===== src/rtl/imem_prefetch_unit_pkg.sv =====
// Shared CPU definitions: opcode map, fetch FSM encoding and prefetch unit defaults.
package imem_prefetch_unit_pkg;

  typedef enum logic [3:0] {
    OpAdd    = 4'h0,
    OpSub    = 4'h1,
    OpAnd    = 4'h2,
    OpOr     = 4'h3,
    OpXor    = 4'h4,
    OpLoad   = 4'h5,
    OpStore  = 4'h6,
    OpBranch = 4'h7,
    OpJump   = 4'h8,
    OpHalt   = 4'hF
  } opcode_e;

  typedef enum logic [1:0] {
    StRun    = 2'd0,
    StDrain  = 2'd1,
    StHalted = 2'd2
  } fetch_state_e;

  localparam logic [15:0] DefaultResetPc        = 16'h0000;
  localparam int unsigned DefaultFifoDepth      = 4;
  localparam int unsigned DefaultMaxOutstanding = 2;

  function automatic logic [3:0] instr_opcode(input logic [15:0] instr);
    return instr[15:12];
  endfunction

endpackage


===== src/rtl/fetch_fifo.sv =====
// Small synchronous FIFO with flush and occupancy count; head is visible combinationally.
module fetch_fifo #(
  parameter int unsigned Width = 16,
  parameter int unsigned Depth = 4
) (
  input  logic                         clk,
  input  logic                         rst,
  input  logic                         push,
  input  logic [Width-1:0]             wdata,
  input  logic                         pop,
  input  logic                         flush,
  output logic [Width-1:0]             rdata,
  output logic [$clog2(Depth+1)-1:0]   count
);

  localparam int unsigned PtrW = (Depth > 1) ? $clog2(Depth) : 1;
  localparam int unsigned CntW = $clog2(Depth + 1);

  logic [Width-1:0] mem_q [Depth];
  logic [PtrW-1:0]  rd_ptr_q, wr_ptr_q;
  logic [CntW-1:0]  count_q;
  logic             push_ok, pop_ok;

  function automatic logic [PtrW-1:0] ptr_next(input logic [PtrW-1:0] ptr);
    if (32'(ptr) == Depth - 1) return '0;
    return ptr + PtrW'(1);
  endfunction

  // A push into a full FIFO is only accepted when a pop frees the slot in the same cycle.
  assign pop_ok  = pop && (count_q != '0);
  assign push_ok = push && ((count_q != CntW'(Depth)) || pop_ok);

  always_ff @(posedge clk or negedge rst) begin
    if (!rst) begin
      rd_ptr_q <= '0;
      wr_ptr_q <= '0;
      count_q  <= '0;
    end else if (flush) begin
      rd_ptr_q <= '0;
      wr_ptr_q <= '0;
      count_q  <= '0;
    end else begin
      if (push_ok) wr_ptr_q <= ptr_next(wr_ptr_q);
      if (pop_ok)  rd_ptr_q <= ptr_next(rd_ptr_q);
      count_q <= count_q + CntW'(push_ok) - CntW'(pop_ok);
    end
  end

  always_ff @(posedge clk) begin
    if (push_ok && !flush) mem_q[wr_ptr_q] <= wdata;
  end

  assign rdata = mem_q[rd_ptr_q];
  assign count = count_q;

endmodule


===== src/rtl/imem_prefetch_unit.sv =====
// Instruction prefetcher: credit-limited imem requests, in-order {pc,instr} queue to IF/ID,
// redirect drain of stale responses and a sticky halt.
module imem_prefetch_unit
  import imem_prefetch_unit_pkg::*;
#(
  parameter int unsigned FIFO_DEPTH      = DefaultFifoDepth,
  parameter int unsigned MAX_OUTSTANDING = DefaultMaxOutstanding,
  parameter logic [15:0] RESET_PC        = DefaultResetPc
) (
  input  logic        clk,
  input  logic        rst,
  input  logic        redirect,
  input  logic [15:0] redirect_pc,
  input  logic        halt,
  output logic        imem_req,
  output logic [15:0] imem_addr,
  input  logic        imem_gnt,
  input  logic        imem_rvalid,
  input  logic [15:0] imem_rdata,
  output logic        out_valid,
  output logic [15:0] out_pc,
  output logic [15:0] out_instr,
  input  logic        out_ready
);

  localparam int unsigned FifoCntW = $clog2(FIFO_DEPTH + 1);
  localparam int unsigned AqCntW   = $clog2(MAX_OUTSTANDING + 1);

  fetch_state_e      state_q, state_d;
  logic [15:0]       fetch_pc_q, fetch_pc_d;
  logic [AqCntW-1:0] drop_cnt_q, drop_cnt_d;

  logic [FifoCntW-1:0] fifo_count;
  logic [AqCntW-1:0]   aq_count;
  logic [31:0]         fifo_head;
  logic [15:0]         aq_head;

  logic in_run, grant, retire, flush, aq_push, aq_pop, fifo_pop;

  // Outstanding requests are exactly the entries of the address queue.
  always_comb begin
    in_run   = (state_q == StRun);
    grant    = imem_req && imem_gnt;
    retire   = imem_rvalid && (aq_count != '0);
    flush    = halt || (in_run && redirect);
    aq_push  = grant && !flush;
    aq_pop   = retire && in_run && !flush;
    fifo_pop = out_valid && out_ready && !flush;
  end

  fetch_fifo #(
    .Width (32),
    .Depth (FIFO_DEPTH)
  ) u_data_fifo (
    .clk   (clk),
    .rst   (rst),
    .push  (aq_pop),
    .wdata ({aq_head, imem_rdata}),
    .pop   (fifo_pop),
    .flush (flush),
    .rdata (fifo_head),
    .count (fifo_count)
  );

  fetch_fifo #(
    .Width (16),
    .Depth (MAX_OUTSTANDING)
  ) u_addr_queue (
    .clk   (clk),
    .rst   (rst),
    .push  (aq_push),
    .wdata (fetch_pc_q),
    .pop   (aq_pop),
    .flush (flush),
    .rdata (aq_head),
    .count (aq_count)
  );

  always_ff @(posedge clk or negedge rst) begin
    if (!rst) begin
      state_q    <= StRun;
      fetch_pc_q <= RESET_PC;
      drop_cnt_q <= '0;
    end else begin
      state_q    <= state_d;
      fetch_pc_q <= fetch_pc_d;
      drop_cnt_q <= drop_cnt_d;
    end
  end

  always_comb begin
    fetch_pc_d = fetch_pc_q;
    drop_cnt_d = drop_cnt_q;
    unique case (state_q)
      StRun: begin
        if (halt) begin
          drop_cnt_d = '0;
        end else if (redirect) begin
          // Count a request granted this cycle, minus a response retiring this cycle.
          fetch_pc_d = redirect_pc;
          drop_cnt_d = aq_count + AqCntW'(grant) - AqCntW'(retire);
        end else if (grant) begin
          fetch_pc_d = fetch_pc_q + 16'd1;
        end
      end
      StDrain: begin
        if (halt) begin
          drop_cnt_d = '0;
        end else begin
          if (redirect) fetch_pc_d = redirect_pc;
          if (imem_rvalid && (drop_cnt_q != '0)) drop_cnt_d = drop_cnt_q - AqCntW'(1);
        end
      end
      default: ;
    endcase
  end

  always_comb begin
    state_d = state_q;
    unique case (state_q)
      StRun: begin
        if (halt) state_d = StHalted;
        else if (redirect && (drop_cnt_d != '0)) state_d = StDrain;
      end
      StDrain: begin
        if (halt) state_d = StHalted;
        else if (drop_cnt_d == '0) state_d = StRun;
      end
      StHalted: state_d = StHalted;
      default:  state_d = StRun;
    endcase
  end

  always_comb begin
    imem_req  = rst && in_run &&
                ((32'(fifo_count) + 32'(aq_count)) < FIFO_DEPTH) &&
                (32'(aq_count) < MAX_OUTSTANDING);
    imem_addr = fetch_pc_q;
    out_valid = rst && in_run && (fifo_count != '0);
    out_pc    = out_valid ? fifo_head[31:16] : 16'h0000;
    out_instr = out_valid ? fifo_head[15:0] : 16'h0000;
  end

endmodule


===== config.mk =====
export PLATFORM = sky130hd
export DESIGN_NAME = imem_prefetch_unit
export DESIGN_NICKNAME = d
export VERILOG_FILES = /design/src/rtl/imem_prefetch_unit_pkg.sv /design/src/rtl/fetch_fifo.sv /design/src/rtl/imem_prefetch_unit.sv
export SDC_FILE = /design/constraint.sdc
export NUM_CORES = 1
export LEC_CHECK = 0
export CAP_MARGIN = 20
export CORE_ASPECT_RATIO = 1.4
export CORE_UTILIZATION = 55
export CTS_CLUSTER_DIAMETER = 40
export DETAILED_ROUTE_END_ITERATION = 8
export PLACE_DENSITY = 0.9
export SKIP_LAST_GASP = 1
export SLEW_MARGIN = 20
export SYNTH_ARGS = -nofsm -noshare
export SYNTH_HDL_FRONTEND = slang
export SYNTH_HIERARCHICAL = 1
export SYNTH_SLANG_ARGS = --single-unit

===== constraint.sdc =====
create_clock -name clk -period 3.9 [get_ports clk]
set_clock_uncertainty 0.05 [all_clocks]
set_input_delay 1.17 -clock clk [delete_from_list [all_inputs] [get_ports clk]]
set_output_delay 1.17 -clock clk [all_outputs]
set_load 0.005 [all_outputs]

### Word level (Yosys, flattened, before mapping)

Memories as Yosys holds them, arrays and structs flattened.
Index checks and enable logic that the tools add are counted.

* register bits: 31
* bits in writable memories: 160
* output and inout port bits: 50
* logic and storage cells: 127
* memories kept: 2

Memories
* u_data_fifo.mem_q: words 4, width 32, rd ports 1, clocked after memory_dff 0, wr ports 1, RTL line fetch_fifo.sv:19 `logic [Width-1:0] mem_q [Depth];`
* u_addr_queue.mem_q: words 2, width 16, rd ports 1, clocked after memory_dff 0, wr ports 1, RTL line fetch_fifo.sv:19

* add/sub/neg operators: 13
* order comparisons: 2
* eq/ne operators: 12
* multiplexer cells: 52
* reduce and logical (&&, ||, !) cells: 37

Operator list (number)
* $mux W16: 7
* $mux W2: 17
* $pmux W16 S2: 1
* $mux W1: 24
* $logic_and A1 B1 Y1: 20
* $add A16 B1 Y16 const B: 1
* $reduce_bool A2 Y1: 8
* $ne A2 B2 Y1 const B: 4
* $eq A2 B2 Y1 const B: 3
* $ne A3 B2 Y1 const B: 2
* $ne A3 B3 Y1 const B: 2
* $pmux W2 S3: 1
* $reduce_and A5 Y1: 1
* $add A2 B1 Y2: 2
* $add A2 B1 Y2 const B: 2
* $add A3 B2 Y4: 1
* $logic_not A2 Y1: 2
* $lt A4 B3 Y1 const B: 1
* $pmux W2 S2: 1
* $sub A2 B1 Y2: 2
* $add A3 B1 Y3: 1
* $logic_or A1 B1 Y1: 3
* $mux W3: 1
* $reduce_bool A3 Y1: 1
* other kinds (7): 8

### Logic depth before layout (Yosys ltp)

* depth after elaboration: 15
* gate-level depth with buffers: 12

### Hierarchy

The synthesis kept the hierarchy.

By module, submodules not included
* fetch_fifo at u_data_fifo: instances 1, cells an instance 212, area each 5119.9 um^2, seq. area each 4018.9 um^2
* imem_prefetch_unit: instances 1, cells an instance 208, area each 1671.6 um^2, seq. area each 500.5 um^2
* fetch_fifo at u_addr_queue: instances 1, cells an instance 71, area each 1392.6 um^2, seq. area each 1061.0 um^2

### Least setup slack after synthesis

OpenSTA, ideal clock, no wires.

* path type: input to register
* start point: input port halt
* end point: memory u_data_fifo.mem_q[1][0], enable pin
* setup time: 0.392 ns
* data arrival time: 3.398 ns
* required time: 3.458 ns
* path slack: 0.060 ns
* stages: 6
* cell sequence: clkbuf_1 > a21o_1 > nor4_1 > nor4b_4 > nor3b_1 > and2_1

* cells in the longest elaborated chain, start to end: 9

RTL lines
* from (decl): RTL line imem_prefetch_unit.sv:14 `input logic halt,`
* $logic_or A1 B1 Y1: RTL line imem_prefetch_unit.sv:45 `flush = halt || (in_run && redirect);`
* named net flush: RTL line imem_prefetch_unit.sv:38 `logic in_run, grant, retire, flush, aq_push, aq_pop, fifo_pop;`
* $logic_not A1 Y1: RTL line imem_prefetch_unit.sv:48 `fifo_pop = out_valid && out_ready && !flush;`
* $logic_and A1 B1 Y1: RTL line imem_prefetch_unit.sv:48
* named net fifo_pop: RTL line imem_prefetch_unit.sv:38
* $logic_and A1 B1 Y1: RTL line fetch_fifo.sv:30 `assign pop_ok = pop && (count_q != '0);`
* $logic_or A1 B1 Y1: RTL line fetch_fifo.sv:31 `assign push_ok = push && ((count_q != CntW'(Depth)) || pop_ok);`
* $logic_and A1 B1 Y1: RTL line fetch_fifo.sv:31
* $logic_and A1 B1 Y1: RTL line fetch_fifo.sv:50 `if (push_ok && !flush) mem_q[wr_ptr_q] <= wdata;`
* $mux W1: RTL line fetch_fifo.sv:50
* $mux W1 (implied by the code): RTL line fetch_fifo.sv:50
* to (decl): RTL line fetch_fifo.sv:19

The timed path passes the listed nets, and every way through them passes these cells.

### Worst setup path after layout

* start point: register u_data_fifo.rd_ptr_q[0]
* end point: output port out_pc[1]

* cells in the longest elaborated chain, start to end: 2

RTL lines
* from (decl): RTL line fetch_fifo.sv:20 `logic [PtrW-1:0] rd_ptr_q, wr_ptr_q;`
* from (signal assigned): RTL line fetch_fifo.sv:44 `if (pop_ok) rd_ptr_q <= ptr_next(rd_ptr_q);`
* $mem_v2 Z4 W32
* named net fifo_head[17]: RTL line imem_prefetch_unit.sv:35 `logic [31:0] fifo_head;`
* $mux W16: RTL line imem_prefetch_unit.sv:140 `out_pc = out_valid ? fifo_head[31:16] : 16'h0000;`
* to (decl): RTL line imem_prefetch_unit.sv:21 `output logic [15:0] out_pc,`

The timed path passes the listed nets, and every way through them passes these cells.

==> results.cfg <==
[logic_synthesis]
synthCells = 491
synth_edf_count = 160
ys_ff_latch = 191
synthesis.nets = 544
yosysMostFrequentCell = edfxtp_1
synth_common_cells = edfxtp_1, and2_1, dfrtp_1, mux4_2, nor2_1
synthesis.area_mm2 = 0.00818
synth_top_cell_area_share = 0.587
synth_warnings = 6
syn_avg_cell_area_um2 = 16.7
async_reset_ff_frac = 0.162
synth_area_leaders = edfxtp_1, dfrtp_1, mux4_2
seq_area_frac_synth = 0.682
synth_ff_type = edfxtp_1
synth_cell_type_count = 55
yosysTopAreaCell = edfxtp_1

[timing]
timing.final.ws_setup_ps = 123
finalCriticalPeriod_ps = 3780
rsz0062_at_grt = false
worst_slew_pin_slew_ps = 751
final-max-slew-violation-count = 0
period_share = 0.968
finalSetupViolCount = 0
fmax_mhz = 265
hold_violations = 0
slew_headroom = 0.496

[worst_hold_path]
hp-class = flip-flop to flip-flop

[clock_tree]
clk_latency_ps = 430
cts_made_buffers = 17
clock-root-buffer = clkbuf_16
clock_path_buffers = 2
htreeDepth = 4
clk_pin_slew_ps = 70
clock_sinks = 191
cts_tree = yes

[cells_and_area]
nets = 651
final_util = 0.694
layout-drive-gt1-share = 0.209
final_area_mm2 = 0.0101
area_growth_pct = 23.0
n_antenna_cell = 0

[floorplan]
die-area_mm2 = 0.0154
start_util = 0.564
placementRows = 52
die_height_um = 146
ioPinCount = 89
core_area_mm2 = 0.0145
die_x_um = 105

[global_route]
grt_pass1_wl_mm = 27.1
first_global_vias = 4950
grt-ovfl-total = 0
grt_antenna_before_repair = 0
gr-usage-all-layers = 0.241
grt_max_degree = 37

[setup_path]
max_stage_delay_ps = 680
critPathRequiredTime_ps = 2680
crit_type = flip-flop to output port
cp_cell_sequence = buf_4 -> mux4_2 -> and2_1 -> clkdlybuf4s50_1
cp-end-kind = output port
start_kind = flip-flop
cp_slowest_cell = dfrtp_4
worst-endpoint-arrival_ps = 2560
path_max_fanout = 19

[route]
dr.pass1.iters = 4
drt_iter0_drc = 389
drt_wl_total_mm = 17.1
drc_errors = 0
via_per_inst = 5.93
num_vias = 4741
ant_nets = 0
wl_per_cell_um = 21.4

[pwr]
power_leakage_nw = 3.49
power-per-cell-area_mw_per_mm2 = 422
max-vdd-ir-drop_uv = 297

[placement]
post-dp-hpwl_mm = 10.2
io_buffers = 88
placed_area_mm2 = 0.00943
place.gp.congestion = 0.861
place_worst_setup_slack_ps = -255

[status]
outcome = finished clean

[job]
maxCapViolations = 0
## final timing paths
kind	startpoint	to	slack, ps	depth (start not counted)
min in group asynchronous	rst	imem_addr[12]	700	2
min	imem_addr[13]	u_addr_queue/mem_q[0][13]	500	0
max in group asynchronous	rst	u_data_fifo/rd_ptr_q[0]	2740	3
max reg2reg	state_q[0]	u_data_fifo/count[2]	900	13
max	u_data_fifo/rd_ptr_q[0]	out_pc[1]	120	4
min reg2reg	imem_addr[13]	u_addr_queue/mem_q[0][13]	500	0
## stage by stage
step	total power, mW	cells	hold slack (ps)	setup TNS [ps]
4_1_cts	4.27	800	503	0
3_5_place_dp	2.58	767	487	-6790
3_3_place_gp	2.56	767	475	-5690
6_report	4.25	800	500	0
5_1_grt	4.37	800	520	0
2_1_floorplan	2.42	491	450	0
## routing by layer
layer | GRT usage | wire length [um] | vias to the layer above
met2 | 0.432 | 9570 | 219
met5 | 0 | 0 | -
met3 | 0.0473 | 832 | 40
met4 | 0.115 | 595 | 0
met1 | 0.277 | 6120 | 2366
li1 | - | - | 2116
## registers in the layout, summed over array words and instances (netlist names)
signal and flops:
u_addr_queue/mem_q 32, drop_cnt_q 2, u_data_fifo/wr_ptr_q 2, u_addr_queue/rd_ptr_q 1, u_data_fifo/count 3, u_addr_queue/wr_ptr_q 1
state_q 2, imem_addr 16, u_data_fifo/mem_q 128, u_data_fifo/rd_ptr_q 2, u_addr_queue/count 2
## cells in the final DEF, fill, tap and decap left out, drive strengths merged, types with 4 or more instances in the layout
master | Yosys | layout
mux2 | 19 | 19
edfxtp | 160 | 160
nor3 | 4 | 4
and2 | 37 | 37
mux2i | 4 | 4
a21oi | 25 | 25
nand4 | 4 | 4
inv | 13 | 20
ha | 13 | 13
nor3b | 4 | 4
clkbuf | 6 | 19
buf | 17 | 22
clkdlybuf4s50 | 0 | 87
nor2 | 22 | 22
nand2b | 7 | 7
a21o | 5 | 5
xnor2 | 4 | 4
nand3 | 13 | 13
nor2b | 4 | 4
nand2 | 17 | 17
o22ai | 6 | 6
o21ai | 12 | 12
a2bb2oi | 4 | 4
dfrtp | 31 | 31
and3 | 5 | 5
clkinv | 0 | 6
mux4 | 32 | 32
## power breakdown
| part | switching [mW] | leakage (nW) | internal [mW] | total (mW) |
|---|---|---|---|---|
| Combinational | 0.0860 | 1.36 | 0.131 | 0.217 |
| Clock | 0.769 | 0.300 | 0.942 | 1.71 |
| Sequential | 0.0699 | 1.83 | 2.25 | 2.32 |
| Total | 0.925 | 3.49 | 3.32 | 4.25 |
## worst max-delay path, delay by kind of cell, from the launching register on
kind | cells | cell delay [ps]
and+or+nand+nor | 1 | 180
buffers and inverters | 2 | 730
muxes | 1 | 540
DFF | 1 | 680
## cell families after synthesis
kind of cell / Yosys count / synth area share
AO/OA/AOI/OAI: 67 / 0.0578
buffers and inverters: 36 / 0.0243
AND/OR/NAND/NOR: 121 / 0.0858
XOR/XNOR: 7 / 0.00749
flip-flops: 191 / 0.682
multiplexers: 55 / 0.120
adder cells (fa/ha/maj): 14 / 0.0223
## cell type report
type                            instances  area (um^2)
Inverter                               13         48.8
Fill cell                             866         4440
Sequential cell                       191         5580
Tap cell                              189          236
Clock inverter                         14          149
Clock buffer                           18          450
Multi-Input combinational cell        264         2420
Timing Repair Buffer                  111         1170
## timing repair
action                                  4_1_cts  5_1_grt
pin swaps                                     1        1
endpoints found under the setup margin       34       15
hold buffers                                  0        0
gates resized for setup                       4        2
setup buffers                                 0        0
gates cloned                                  1        0
Power figures use the tool's default switching activity.
